$ cat config.mk
export PLATFORM = sky130hd
export DESIGN_NAME = fnd_scan_driver
export DESIGN_NICKNAME = d
export VERILOG_FILES = /design/src/rtl/fnd_scan_driver.sv
export SDC_FILE = /design/constraint.sdc
export NUM_CORES = 1
export LEC_CHECK = 0
export BUFFER_PORTS_ARGS = -buffer_cell sky130_fd_sc_hd__buf_4
export CELL_PAD_IN_SITES_DETAIL_PLACEMENT = 2
export CELL_PAD_IN_SITES_GLOBAL_PLACEMENT = 2
export CORE_MARGIN = 4
export CORE_UTILIZATION = 33
export DETAILED_ROUTE_END_ITERATION = 6
export GPL_TIMING_DRIVEN = 0
export PLACE_DENSITY_LB_ADDON = 0.2
export SYNTH_ARGS = -nofsm -noshare
export SYNTH_HDL_FRONTEND = slang
export SYNTH_SLANG_ARGS = --single-unit
$ cat constraint.sdc
create_clock -name i_clk -period 2.15 [get_ports i_clk]
set_input_delay 0.215 -clock i_clk [delete_from_list [all_inputs] [get_ports i_clk]]
set_output_delay 0.215 -clock i_clk [all_outputs]
set_load 0.005 [all_outputs]
$ cat src/rtl/fnd_scan_driver.sv
// -----------------------------------------------------------------------------
// fnd_scan_driver
//
// Drives a multiplexed 4-digit 7-segment display from the 3-bit scan position
// produced by the FND digit-position counter. Odd positions are "on" slots
// for digit p[2:1]. Even positions are dead-time slots with everything dark.
//
// Display data is double-buffered. i_valueValid loads the pending buffer at
// any time. The visible buffer is updated only on the 7 -> 0 position wrap
// (the frame commit), so a digit never changes in the middle of a scan. The
// commit always lands in the dead-time slot of position 0.
//
// A blink phase toggles every BLINK_FRAMES commits. While the phase is 1,
// digits selected by i_blinkMask are blanked. Their common is still driven.
//
// Optional build macro:
//   FND_HEX_EN - decode nibbles 10..15 as A,b,C,d,E,F (otherwise blank)
//
// Parameters:
//   BLINK_FRAMES    frames per blink half-period (>= 1), default 125
//
// Ports:
//   i_clk           system clock
//   i_reset         synchronous active-high reset
//   i_digitPosition scan position 0..7
//   i_value         four BCD nibbles, [3:0] = digit 0 (rightmost)
//   i_valueValid    one-cycle strobe loading i_value into the pending buffer
//   i_dotMask       per-digit decimal point enable (live)
//   i_blinkMask     per-digit blink enable (live)
//   o_fndCom        active-low digit commons, bit n = digit n
//   o_fndFont       active-low segments {dp,g,f,e,d,c,b,a}
//   o_frameStart    one-cycle pulse on each frame commit
// -----------------------------------------------------------------------------
module fnd_scan_driver #(
  parameter int BLINK_FRAMES = 125
) (
  input  logic        i_clk,
  input  logic        i_reset,
  input  logic [2:0]  i_digitPosition,
  input  logic [15:0] i_value,
  input  logic        i_valueValid,
  input  logic [3:0]  i_dotMask,
  input  logic [3:0]  i_blinkMask,
  output logic [3:0]  o_fndCom,
  output logic [7:0]  o_fndFont,
  output logic        o_frameStart
);

  localparam int FCW = $clog2(BLINK_FRAMES) + 1;
  localparam logic [FCW-1:0] LAST_FRAME = FCW'(BLINK_FRAMES - 1);

  // Active-low 7-segment font, {dp,g,f,e,d,c,b,a}; dp is left off here.
  function automatic logic [7:0] seg_decode(input logic [3:0] nib);
    logic [7:0] f;
    case (nib)
      4'd0:    f = 8'hC0;
      4'd1:    f = 8'hF9;
      4'd2:    f = 8'hA4;
      4'd3:    f = 8'hB0;
      4'd4:    f = 8'h99;
      4'd5:    f = 8'h92;
      4'd6:    f = 8'h82;
      4'd7:    f = 8'hF8;
      4'd8:    f = 8'h80;
      4'd9:    f = 8'h90;
`ifdef FND_HEX_EN
      4'd10:   f = 8'h88;
      4'd11:   f = 8'h83;
      4'd12:   f = 8'hC6;
      4'd13:   f = 8'hA1;
      4'd14:   f = 8'h86;
      4'd15:   f = 8'h8E;
`endif
      default: f = 8'hFF;
    endcase
    return f;
  endfunction

  logic [15:0]    r_pending;
  logic [15:0]    r_display;
  logic [2:0]     r_prevPos;
  logic [FCW-1:0] r_frameCnt;
  logic           r_blinkPhase;
  logic [3:0]     r_fndCom;
  logic [7:0]     r_fndFont;
  logic           r_frameStart;

  logic           w_commit;
  logic [1:0]     w_digit;
  logic [3:0]     w_nibble;
  logic [7:0]     w_font;

  // Slot decode for the position being sampled this cycle.
  always_comb begin
    w_commit = (r_prevPos == 3'd7) && (i_digitPosition == 3'd0);
    w_digit  = i_digitPosition[2:1];
    w_nibble = r_display[{w_digit, 2'b00} +: 4];
    w_font   = seg_decode(w_nibble);
    if (i_dotMask[w_digit])
      w_font[7] = 1'b0;
    // Blanking overrides the dot as well.
    if (r_blinkPhase && i_blinkMask[w_digit])
      w_font = 8'hFF;
  end

  always_ff @(posedge i_clk) begin
    if (i_reset) begin
      r_pending    <= '0;
      r_display    <= '0;
      r_prevPos    <= '0;
      r_frameCnt   <= '0;
      r_blinkPhase <= 1'b0;
      r_fndCom     <= 4'hF;
      r_fndFont    <= 8'hFF;
      r_frameStart <= 1'b0;
    end else begin
      r_prevPos    <= i_digitPosition;
      r_frameStart <= w_commit;

      // A strobe coinciding with a commit lands in pending only; display
      // takes the previous pending value.
      if (i_valueValid)
        r_pending <= i_value;

      if (w_commit) begin
        r_display <= r_pending;
        if (r_frameCnt == LAST_FRAME) begin
          r_frameCnt   <= '0;
          r_blinkPhase <= ~r_blinkPhase;
        end else begin
          r_frameCnt <= r_frameCnt + 1'b1;
        end
      end

      if (!i_digitPosition[0]) begin
        r_fndCom  <= 4'hF;
        r_fndFont <= 8'hFF;
      end else begin
        r_fndCom  <= ~(4'b0001 << w_digit);
        r_fndFont <= w_font;
      end
    end
  end

  assign o_fndCom     = r_fndCom;
  assign o_fndFont    = r_fndFont;
  assign o_frameStart = r_frameStart;

endmodule
== Word level (Yosys, flattened, before mapping) ==
Memories as Yosys holds them, arrays and structs flattened. A register that Yosys moved wholly into a read port is not among the register bits.
Cells that the tools add are included.

* Logic and storage cells: 30
* Input port bits: 30
* Flip-flop bits (word level): 57
* Memories: 1
* Memory bits (read-only): 112
* Output and inout bits: 13

{| class="wikitable"
|+ Memories
! memory !! depth !! bits a word !! read ports !! clocked after memory_dff !! wr ports !! line !! RTL
|-
| (name not given) || 16 || 7 || 1 || 1 || 0 || 55 || <nowiki>case (nib)</nowiki>
|}

* Shift operators: 2
* Reduce and logical (&&, ||, !) cells: 6
* Multiplexer cells: 6
* $lt $le $gt $ge: 1
* Add/subtract/negate cells: 1
* Bitwise logic cells: 3
* Eq/ne operators: 2

{| class="wikitable"
|+ Operators by type and width
! cell !! number
|-
| 16-bit by 5-bit variable part select with 4-bit output || 1
|-
| 8-bit by 1-bit adder with 8-bit output, second input constant || 1
|-
| 8-bit by 7-bit == test with 1-bit output, second input constant || 1
|-
| 8-bit two-way mux || 1
|-
| 1-bit binary-select mux with 2-bit select || 2
|-
| 4-bit NOT || 1
|-
| 1-bit by 2-bit << shifter with 4-bit output, first input constant || 1
|-
| 3-bit == test, second input constant || 1
|-
| 3-bit zero test || 1
|-
| 2-bit by 3-bit less-than comparator with 1-bit output, second input constant || 1
|-
| 1-bit two-way mux || 3
|-
| 3-bit OR reduction || 1
|-
| 1-bit logical AND || 2
|-
| 1-bit NOT || 2
|-
| 2-bit AND reduction || 1
|-
| 2-bit OR reduction || 1
|}

== Longest topological paths before layout ==
Gate-level depths: netlist (run 1).

* Depth after elaboration: 4
* Mapped depth: 7
* Depth with buffers taken out: 6

== Worst setup path before layout (run 1) ==
OpenSTA, ideal clock, no wires.

* Kind: input -> register
* Start point: in i_digitPosition[2]
* End point: reg r_fndFont[4], in the netlist o_fndFont[4]
* Path slack: 584 ps
* Arrival time: 1,438 ps
* Buffers on the path: 1
* Required time: 2,021 ps
* Stages on the path: 7
* Setup time: 129 ps
* Cell sequence: buf_6 -> mux4_2 -> inv_1 -> ha_1 -> nor2b_1 -> a211oi_1 -> o21ai_1

* Longest elaborated chain between the ends: 4
* Elaborated cells on any way between the ends: 5
* Classes of those cells: 1 x shift; 2 x mux; 2 x reduce/logical

{| class="wikitable"
|+ RTL lines
! what !! line !! RTL
|-
| start, declared || 39 || <nowiki>input logic [2:0] i_digitPosition,</nowiki>
|-
| 1-bit binary-select mux with 2-bit select || 102 || <nowiki>if (r_blinkPhase && i_blinkMask[w_digit])</nowiki>
|-
| 1-bit two-way mux (not written as such) || 102 ||
|-
| 1-bit logical AND || 102 ||
|-
| 3-bit OR reduction (no line) || n/a ||
|-
| end, declared || 85 || <nowiki>logic [7:0] r_fndFont;</nowiki>
|}

Several ways; a longest one is shown, not always the timed one. The select of a mux whose other input is x is not followed.
A chain may end at the register's enable or synchronous reset.

== Final worst setup path (run 1) ==
* Start point: reg r_prevPos[2]
* End point: reg r_frameCnt[3]

* Longest elaborated chain between the ends: 2

{| class="wikitable"
|+ RTL lines
! what !! line !! RTL
|-
| start, declared || 81 || <nowiki>logic [2:0] r_prevPos;</nowiki>
|-
| start signal, assigned || 117 || <nowiki>r_prevPos <= i_digitPosition;</nowiki>
|-
| 3-bit == test || 95 || <nowiki>w_commit = (r_prevPos == 3'd7) && (i_digitPosition == 3'd0);</nowiki>
|-
| 1-bit logical AND || 95 ||
|-
| end signal, assigned || 131 || <nowiki>r_frameCnt <= r_frameCnt + 1'b1;</nowiki>
|-
| end, declared || 82 || <nowiki>logic [FCW-1:0] r_frameCnt;</nowiki>
|}

Every way passes these cells.

==> results of run 1 <==
worst min-delay path by stage:
stage | start | cells after the start | end
2_1_floorplan | i_value[0] | 2 | r_pending[0]
3_5_place_dp | r_display[9] | 2 | r_display[9]
5_1_grt | i_value[2] | 3 | r_pending[2]
3_3_place_gp | r_display[6] | 2 | r_display[6]
4_1_cts | i_value[0] | 3 | r_pending[0]
6_report | i_value[0] | 3 | r_pending[0]
sequential cells by signal, indices dropped and copies added (netlist names):
| signal | count |
|---|---|
| r_display | 16 |
| r_pending | 16 |
| o_fndFont | 8 |
| r_frameCnt | 8 |
| o_fndCom | 4 |
| r_prevPos | 3 |
| o_frameStart | 1 |
| r_blinkPhase | 1 |
cell type report:
cell class                      count  share of cell area [%]
Clock buffer                       12                   4.907
Buffer                             13                   2.284
Inverter                            9                   1.142
Timing Repair Buffer               41                   10.41
Sequential cell                    57                   38.58
Clock inverter                      3                   2.200
Tap cell                           96                   4.061
Multi-Input combinational cell    164                   36.42
cells by family after synthesis:
logic type	count (synthesis)	share of synthesized area, %
buffers and inverters	22	4.369
AOI/OAI and AO/OA	35	8.684
and+or+nand+nor	93	18.50
DFF	57	49.19
xor gates and xnor gates	5	1.888
muxes	24	13.59
adders and majority gates	7	3.775
routing by layer:
layer,track usage (%),vias to the layer above,part of all wire [%]
met2,26.40,42,51
met1,17.68,927,43
met4,6.683,0,1.5
li1,-,919,-
met5,0,-,0
met3,4.922,5,4.4
report_power, final:
group,internal (mW),total (mW),switching (mW)
Clock,0.677,1.07,0.397
Sequential,1.09,1.10,0.0125
Combinational,0.0827,0.150,0.0673
layout by cell type (no fill, tap or decap), drive strengths merged, types with 3 or more instances in the layout:
cell    instances
a21oi          23
and2            4
buf            46
clkbuf         20
dfxtp          57
ha              7
inv             9
mux2i          18
mux4            6
nand2          44
nand4           3
nor2           26
nor2b           3
o21ai           6
o31ai           4
or4             3
xor2            3
tightest hold or removal path, delay by kind of cell:
kind	cells	cell delay, ns
and+or+nand+nor	1	0.07
buffers and inverters	1	0.08
muxes	1	0.05
stage by stage:
step,cell area [um^2],worst slack [ns],power [mW],instances,hold WS [ns]
final,2958,0.1992,2.323,395,0.1278
after global routing,2958,0.03571,2.434,395,0.1193
after CTS,2958,0.2134,2.366,395,0.1093
after detailed placement,2748,0.1784,1.275,380,0.4482
after global placement,2748,0.1579,1.270,380,0.4408
after floorplan,2320,0.5838,1.195,243,0.3622
==> flow_metrics.env, run 1 <==
export IMPL_irDropWorstVdd_v=0.0005490
export IMPL_cp_top_family="compound AO/OA/AOI/OAI gates"
export IMPL_cpMaxStageDelayCell="o31ai_1"
export IMPL_synthArstFlopShare_pct=0
export IMPL_critPathBufInv=0
export IMPL_cp_start_kind="flop"
export IMPL_antenna_left=0
export IMPL_p_per_area_nw_per_um2=785.4
export IMPL_wl_mm=5.992
export IMPL_path_max_fanout=7
export IMPL_synth_distinct_cells=33
export IMPL_rr_startpoint="r_prevPos[2]"
export IMPL_antenna_found_initial=0
export IMPL_cap_viol_max_count=0
export IMPL_min_period_ns=1.951
export IMPL_dieArea_um2=8435
export IMPL_num_vias=1893
export IMPL_cts_buffers=9
export IMPL_cts_hold_buffers=0
export IMPL_synthCells=243
export IMPL_rows=30
export IMPL_ys_ff_latch=57
export IMPL_status="complete, no violations"
export IMPL_clock_skew_ns=0.006836
export IMPL_synth_edf_count=0
export IMPL_ys_top_cells_by_count="dfxtp_1 (57), nand2_1 (43), nor2_1 (25), a21oi_1 (23), mux2i_1 (18)"
export IMPL_ctsRootBufferMaster="clkbuf_8"
export IMPL_final_core_util_pct=43.54
export IMPL_cp_required_ns=2.32
export IMPL_r2r_end="r_frameCnt[3]"
export IMPL_synth_top_area_cell="dfxtp_1"
export IMPL_arrival_ns=2.12
export IMPL_dp_hpwl_mm=4.285
export IMPL_crit_end="r_frameCnt[3]"
export IMPL_syn_nets=280
export IMPL_drt_initial_drc_count=54
export IMPL_multi_input_area_um2=1077
export IMPL_grt_overflow=0
export IMPL_cts_sinks=57
export IMPL_crit_type="reg -> reg"
export IMPL_antenna_cells=0
export IMPL_cp_cell_sequence="and4b_1, nand2_2, o31ai_1, nor2_1"
export IMPL_drc=0
export IMPL_synth_top_area_share_pct=49.19
export IMPL_seq_area_frac_synth_pct=49.19
export IMPL_clk_path_buf_depth=2
export IMPL_clk_latency_ns=0.33
export IMPL_rsz0062_at_grt="no"
export IMPL_clk_pin_slew_ns=0.06
export IMPL_synth_warnings=0
export IMPL_setup_tns_ns=0
export IMPL_grt_pass1_vias=2113
export IMPL_grt_use_total_pct=15.46
export IMPL_cp_end_kind="flop"
export IMPL_finalSetupViolCount=0
export IMPL_fin_crit_sh_pct=90.74
export IMPL_cts_htree_levels=3
export IMPL_die_w_um=91.84
export IMPL_grt_pass1_wl_mm=10.20
export IMPL_fin_nets=332
export IMPL_synth_main_ff_cell="dfxtp_1"
export IMPL_max_freq_mhz=512.6
export IMPL_reg2reg_depth=4
export IMPL_avgViaCountPerCell=4.792
export IMPL_fillers=737
export IMPL_core_um2=6794
export IMPL_ioPinCount=43
export IMPL_drv_slew=0
export IMPL_register_area_um2=1141
export IMPL_yosys_top_cells_area="dfxtp_1 (49%), mux2i_1 (7.8%), nand2_1 (7.0%)"
export IMPL_hold_viol=0
export IMPL_syn2layout_area_growth_pct=27.51
export IMPL_drt_first_pass_iters=3
export IMPL_synthesis_area_um2=2320
export IMPL_p_leak_nw=1.179
export IMPL_drive_gt1_share_pct=23.75
export IMPL_synth_most_common_cell="dfxtp_1"
export IMPL_gp_congestion=0.6970
export IMPL_cts_tree="yes"
export IMPL_numPortBuffers=41
export IMPL_die_h_um=91.84
export IMPL_avgRoutedWirePerCell_um=15.17
export IMPL_syn_avg_cell_area_um2=9.546
export IMPL_start_util_pct=34.14
export IMPL_max_stage_delay_ns=0.90
export IMPL_ctsResizeCount=0
export IMPL_relSlewSlack_pct=29.90
export IMPL_worst_slew_pin_slew_ns=1.043
export IMPL_hold_class="in -> reg"
export IMPL_crit_start="r_prevPos[2]"
export IMPL_r2r_slack_ns=0.20
export IMPL_grt_start_max_net_pins=11
export IMPL_crit_cells=4
export IMPL_postCtsSetupBuffers=0
Power figures use the tool's default switching activity.
==> inputs of run 2 (changes only) <==
HOLD_SLACK_MARGIN = 0.02   (was not set)
PLACE_DENSITY = 0.77   (was not set)
PLACE_DENSITY_LB_ADDON = not set   (was 0.2)
==> run 2 against run 1 <==
Effect of this change: global-route usage is essentially flat; clock skew shrank 0.00064 ns; register-to-register slack gained 0.08 ns; combinational power is essentially flat; largest power group unchanged; critical path depth is the same; highest routed layer unchanged; clock-buffer cell count grew 1; maximum frequency grew 4.1%; non-clock buffer count is the same.
==> flow_metrics.env, run 2 (same netlist as run 1, synthesis figures left out) <==
export IMPL_worst_slew_pin_slew_ns=0.9399
export IMPL_cts_sinks=57
export IMPL_final_cells=396
export IMPL_core_um2=6794
export IMPL_p_per_area_nw_per_um2=731.5
export IMPL_hold_class="in -> reg"
export IMPL_hold_viol=0
export IMPL_antenna_left=0
export IMPL_rsz0062_at_grt="no"
export IMPL_gp_congestion=0.7166
export IMPL_die_h_um=91.84
export IMPL_clk_pin_slew_ns=0.07
export IMPL_rows=30
export IMPL_antenna_cells=0
export IMPL_internal_power_mw=1.645
export IMPL_syn2layout_area_growth_pct=25.94
export IMPL_dieArea_um2=8435
export IMPL_drt_first_pass_iters=4
export IMPL_grt_start_max_net_pins=11
export IMPL_dp_hpwl_mm=4.455
export IMPL_numPortBuffers=41
export IMPL_hold_ws_ns=0.1122
export IMPL_min_period_ns=1.873
export IMPL_die_w_um=91.84
export IMPL_cp_end_kind="flop"
export IMPL_cts_hold_buffers=0
export IMPL_p_sw_mw=0.4926
export IMPL_layout_commonest_cell="dfxtp_1"
export IMPL_relSlewSlack_pct=36.80
export IMPL_dp_cells=380
export IMPL_path_max_fanout=7
export IMPL_swShare_pct=23.05
export IMPL_cpMaxStageDelayCell="o31ai_1"
export IMPL_avgViaCountPerCell=4.649
export IMPL_comb_power_share_pct=7.0
export IMPL_clk_path_buf_depth=2
export IMPL_p_leak_nw=1.166
export IMPL_num_vias=1841
export IMPL_p_seq_share_pct=51.4
export IMPL_grt_pass1_vias=2078
export IMPL_drt_initial_drc_count=37
export IMPL_reg_top3="r_display: 16 flops, r_pending: 16 flops"
export IMPL_pwr_share_clk_pct=41.5
export IMPL_drive_gt1_share_pct=24.00
export IMPL_cts_tree="yes"
export IMPL_max_stage_delay_ns=0.82
export IMPL_cp_required_ns=2.33
export IMPL_grt_pass1_wl_mm=10.14
export IMPL_crit_type="reg -> reg"
export IMPL_status="complete, no violations"
export IMPL_grt_use_total_pct=15.44
export IMPL_ctsRootBufferMaster="clkbuf_8"
export IMPL_fin_nets=332
export IMPL_irDropWorstVdd_v=0.0003473
export IMPL_clock_skew_ns=0.006193
export IMPL_grt_overflow=0
export IMPL_drv_slew=0
export IMPL_ctsResizeCount=0
export IMPL_cap_viol_max_count=0
export IMPL_wl_mm=6.021
export IMPL_cp_top_family="compound AO/OA/AOI/OAI gates"
export IMPL_avgRoutedWirePerCell_um=15.20
export IMPL_clk_latency_ns=0.34
export IMPL_arrival_ns=2.06
export IMPL_setup_tns_ns=0
export IMPL_cp_cell_sequence="and4b_1, nand2_2, o31ai_1, nor2_1"
export IMPL_antenna_found_initial=0
export IMPL_cts_buffers=9
export IMPL_fin_crit_sh_pct=87.13
export IMPL_max_freq_mhz=533.8
export IMPL_finalSetupViolCount=0
export IMPL_cp_start_kind="flop"
export IMPL_drc=0
export IMPL_postCtsSetupBuffers=0
export IMPL_start_util_pct=34.14
export IMPL_cts_htree_levels=3
export IMPL_ioPinCount=43
export IMPL_layout_common_cells="dfxtp_1 (57), nand2_1 (43), buf_4 (41)"
export IMPL_critPathBufInv=0
export IMPL_fillers=743
==> run 2: changes by cell type in the layout (fill, tap and decap cells not counted) <==
| cell | before | now |
|---|---|---|
| bufinv_16 | 2 | 0 |
| clkbuf_8 | 10 | 11 |
| clkinv_2 | 1 | 3 |
==> run 2: area by class of cell <==
class / count / area, um^2 / share of cell area, %
Buffer: 13 / 67.56 / 2.313
Clock buffer: 13 / 158.9 / 5.439
Clock inverter: 3 / 15.01 / 0.5139
Inverter: 9 / 33.78 / 1.156
Multi-Input combinational cell: 164 / 1077 / 36.87
Sequential cell: 57 / 1141 / 39.06
Tap cell: 96 / 120.1 / 4.111
Timing Repair Buffer: 41 / 307.8 / 10.54
==> run 2: worst paths after layout <==
check	startpoint	end	slack, ns	cells after the start
worst max-delay path	r_prevPos[0]	r_frameCnt[4]	0.28	4
worst min-delay path	i_value[9]	r_pending[9]	0.11	3
worst max register to register	r_prevPos[0]	r_frameCnt[4]	0.28	4
worst min register to register	r_pending[1]	r_display[1]	0.46	2
==> run 2: power by group through the flow <==
stage,Combinational [mW],Clock (mW),Sequential [mW]
final,0.150,0.888,1.10
after global routing,0.167,0.983,1.10
after CTS,0.155,0.925,1.10
after detailed placement,0.153,0,1.12
after global placement,0.148,0,1.12
after floorplan,0.0755,0,1.12
==> run 2: worst register-to-register path, stage by stage, from the launching register on <==
cell and delay, ns:
dfxtp_1 0.31, and4b_1 0.30, nand2_2 0.14, o31ai_1 0.82
nor2_1 0.14
==> run 2: metal layers <==
metal | part of all wire, % | track usage, % | wire [um] | vias to the layer above
li1 | - | - | - | 923
met4 | 1.4 | 5.198 | 86 | 0
met3 | 4.7 | 6.317 | 280 | 10
met5 | 0 | 0 | 0 | -
met2 | 52 | 27.43 | 3103 | 39
met1 | 42 | 16.49 | 2551 | 869
==> run 2: through the flow <==
stage	util (%)	setup slack (ns)	power [mW]	instance area [um^2]
after floorplan	-	0.5838	1.195	2320
after global placement	40.44	0.2060	1.270	2748
after detailed placement	40.44	0.07092	1.276	2748
after CTS	43.00	0.1624	2.179	2922
after global routing	43.00	0.08463	2.252	2922
final	43.00	0.2768	2.137	2922
==> inputs of run 3 (changes only) <==
CTS_CLUSTER_SIZE = 16   (was not set)
GPL_TIMING_DRIVEN = 1   (was 0)
==> run 3 against run 2 <==
Effect of this change: clock skew up 0.00058 ns; final area down 0.30%; flip-flop and latch count unchanged; non-clock buffer count down 8; hold slack better by 0.0084 ns; via count down 1.0%; clock-buffer cell count down 1; critical endpoint is now o_fndFont[3].
==> flow_metrics.env, run 3 (same netlist as run 1, synthesis figures left out) <==
export IMPL_comb_power_share_pct=6.5
export IMPL_rows=30
export IMPL_reg_top3="r_display: 16 flops, r_pending: 16 flops"
export IMPL_clk_path_buf_depth=2
export IMPL_dp_hpwl_mm=4.067
export IMPL_drt_first_pass_iters=4
export IMPL_crit_type="reg -> reg"
export IMPL_fin_nets=324
export IMPL_drv_slew=0
export IMPL_swShare_pct=21.78
export IMPL_finalSetupViolCount=0
export IMPL_num_vias=1822
export IMPL_dieArea_um2=8435
export IMPL_clock_skew_ns=0.006776
export IMPL_r2r_end="o_fndFont[3]"
export IMPL_r2r_slack_ns=0.49
export IMPL_avgRoutedWirePerCell_um=14.99
export IMPL_grt_overflow=0
export IMPL_arrival_ns=1.86
export IMPL_pwr_share_clk_pct=44.5
export IMPL_path_max_fanout=5
export IMPL_ioPinCount=43
export IMPL_max_stage_delay_ns=0.54
export IMPL_fin_crit_sh_pct=77.02
export IMPL_rr_startpoint="r_display[13]"
export IMPL_antenna_cells=0
export IMPL_clk_pin_slew_ns=0.07
export IMPL_die_h_um=91.84
export IMPL_postCtsSetupBuffers=0
export IMPL_cp_required_ns=2.36
export IMPL_max_freq_mhz=603.9
export IMPL_drt_initial_drc_count=74
export IMPL_grt_pass1_vias=2013
export IMPL_gp_congestion=0.7056
export IMPL_setup_tns_ns=0
export IMPL_irDropWorstVdd_v=0.0003991
export IMPL_start_util_pct=34.14
export IMPL_crit_end="o_fndFont[3]"
export IMPL_path_common_cell="inv_1"
export IMPL_wl_mm=5.802
export IMPL_grt_use_total_pct=15.20
export IMPL_ctsResizeCount=0
export IMPL_min_period_ns=1.656
export IMPL_status="complete, no violations"
export IMPL_crit_cells=6
export IMPL_drive_gt1_share_pct=24.74
export IMPL_cp_start_kind="flop"
export IMPL_cts_htree_levels=3
export IMPL_hold_class="in -> reg"
export IMPL_p_seq_share_pct=49.0
export IMPL_relSlewSlack_pct=72.70
export IMPL_antenna_left=0
export IMPL_p_leak_nw=1.162
export IMPL_layout_common_cells="dfxtp_1 (57), buf_4 (46), nand2_1 (43)"
export IMPL_reg2reg_depth=6
export IMPL_hold_viol=0
export IMPL_final_core_util_pct=42.87
export IMPL_p_per_area_nw_per_um2=770.2
export IMPL_internal_power_mw=1.755
export IMPL_cts_sinks=57
export IMPL_cp_top_family="multiplexers"
export IMPL_syn2layout_area_growth_pct=25.57
export IMPL_cts_buffers=9
export IMPL_cp_end_kind="flop"
export IMPL_grt_pass1_wl_mm=10.07
export IMPL_clk_latency_ns=0.33
export IMPL_p_sw_mw=0.4886
export IMPL_cp_cell_sequence="mux4_2, inv_1, ha_1, inv_1, mux2i_1, o21ai_2"
export IMPL_cpMaxStageDelayCell="mux4_2"
export IMPL_rsz0062_at_grt="no"
export IMPL_crit_start="r_display[13]"
export IMPL_core_um2=6794
export IMPL_layout_commonest_cell="dfxtp_1"
export IMPL_drc=0
export IMPL_cts_tree="yes"
export IMPL_cts_hold_buffers=0
export IMPL_worst_slew_pin_slew_ns=0.4094
export IMPL_grt_start_max_net_pins=40
export IMPL_die_w_um=91.84
export IMPL_cap_viol_max_count=0
export IMPL_antenna_found_initial=0
export IMPL_ctsRootBufferMaster="clkbuf_8"
export IMPL_avgViaCountPerCell=4.708
export IMPL_numPortBuffers=42
export IMPL_critPathBufInv=2
run 3: area by class of cell:
cell class / instances / area, um^2
fill: 745 / 3881
sequential: 57 / 1141
multi-input combinational: 164 / 1077
timing repair buffer: 46 / 345.3
clock buffer: 12 / 155.1
tap: 96 / 120.1
clock inverter: 3 / 40.04
inverter: 9 / 33.78
run 3: worst min path at each step:
stage            startpoint      endpoint  slack (ns)  depth (start not counted)
2_1_floorplan    i_value[0]  r_pending[0]        0.36                          2
3_3_place_gp   r_display[1]  r_display[1]        0.44                          2
3_5_place_dp   r_display[0]  r_display[0]        0.45                          2
4_1_cts          i_value[1]  r_pending[1]        0.11                          3
5_1_grt          i_value[6]  r_pending[6]        0.11                          3
6_report         i_value[1]  r_pending[1]        0.12                          3
run 3: routing by layer:
metal  global-route usage (%)  wire length (um)  up-vias
li1                         -                 -      898
met1                    18.29              2628      877
met2                    25.30              2787       37
met3                    4.430               289       10
met4                    6.312                97        0
met5                        0                 0        -
run 3: metrics by stage:
step | setup slack (ns) | instances | total power [mW] | hold slack [ns] | area [um^2]
2_1_floorplan | 0.5838 | 243 | 1.195 | 0.3622 | 2320
3_3_place_gp | 0.4202 | 372 | 1.265 | 0.4422 | 2718
3_5_place_dp | 0.3767 | 372 | 1.270 | 0.4528 | 2718
4_1_cts | 0.4713 | 387 | 2.276 | 0.1066 | 2913
5_1_grt | 0.3935 | 387 | 2.352 | 0.1123 | 2913
6_report | 0.4941 | 387 | 2.243 | 0.1206 | 2913
run 3: power by group through the flow:
stage,registers [mW],clock network (mW),logic (mW)
after floorplan,1.12,0,0.0755
after global placement,1.12,0,0.143
after detailed placement,1.12,0,0.147
after CTS,1.10,1.03,0.149
after global routing,1.10,1.09,0.161
final,1.10,0.999,0.145
run 3: worst register-to-register path, cell delays in order, from the launching register on:
cell,delay (ns)
dfxtp_1,0.31
mux4_2,0.54
inv_1,0.16
ha_1,0.19
inv_1,0.04
mux2i_1,0.22
o21ai_2,0.08
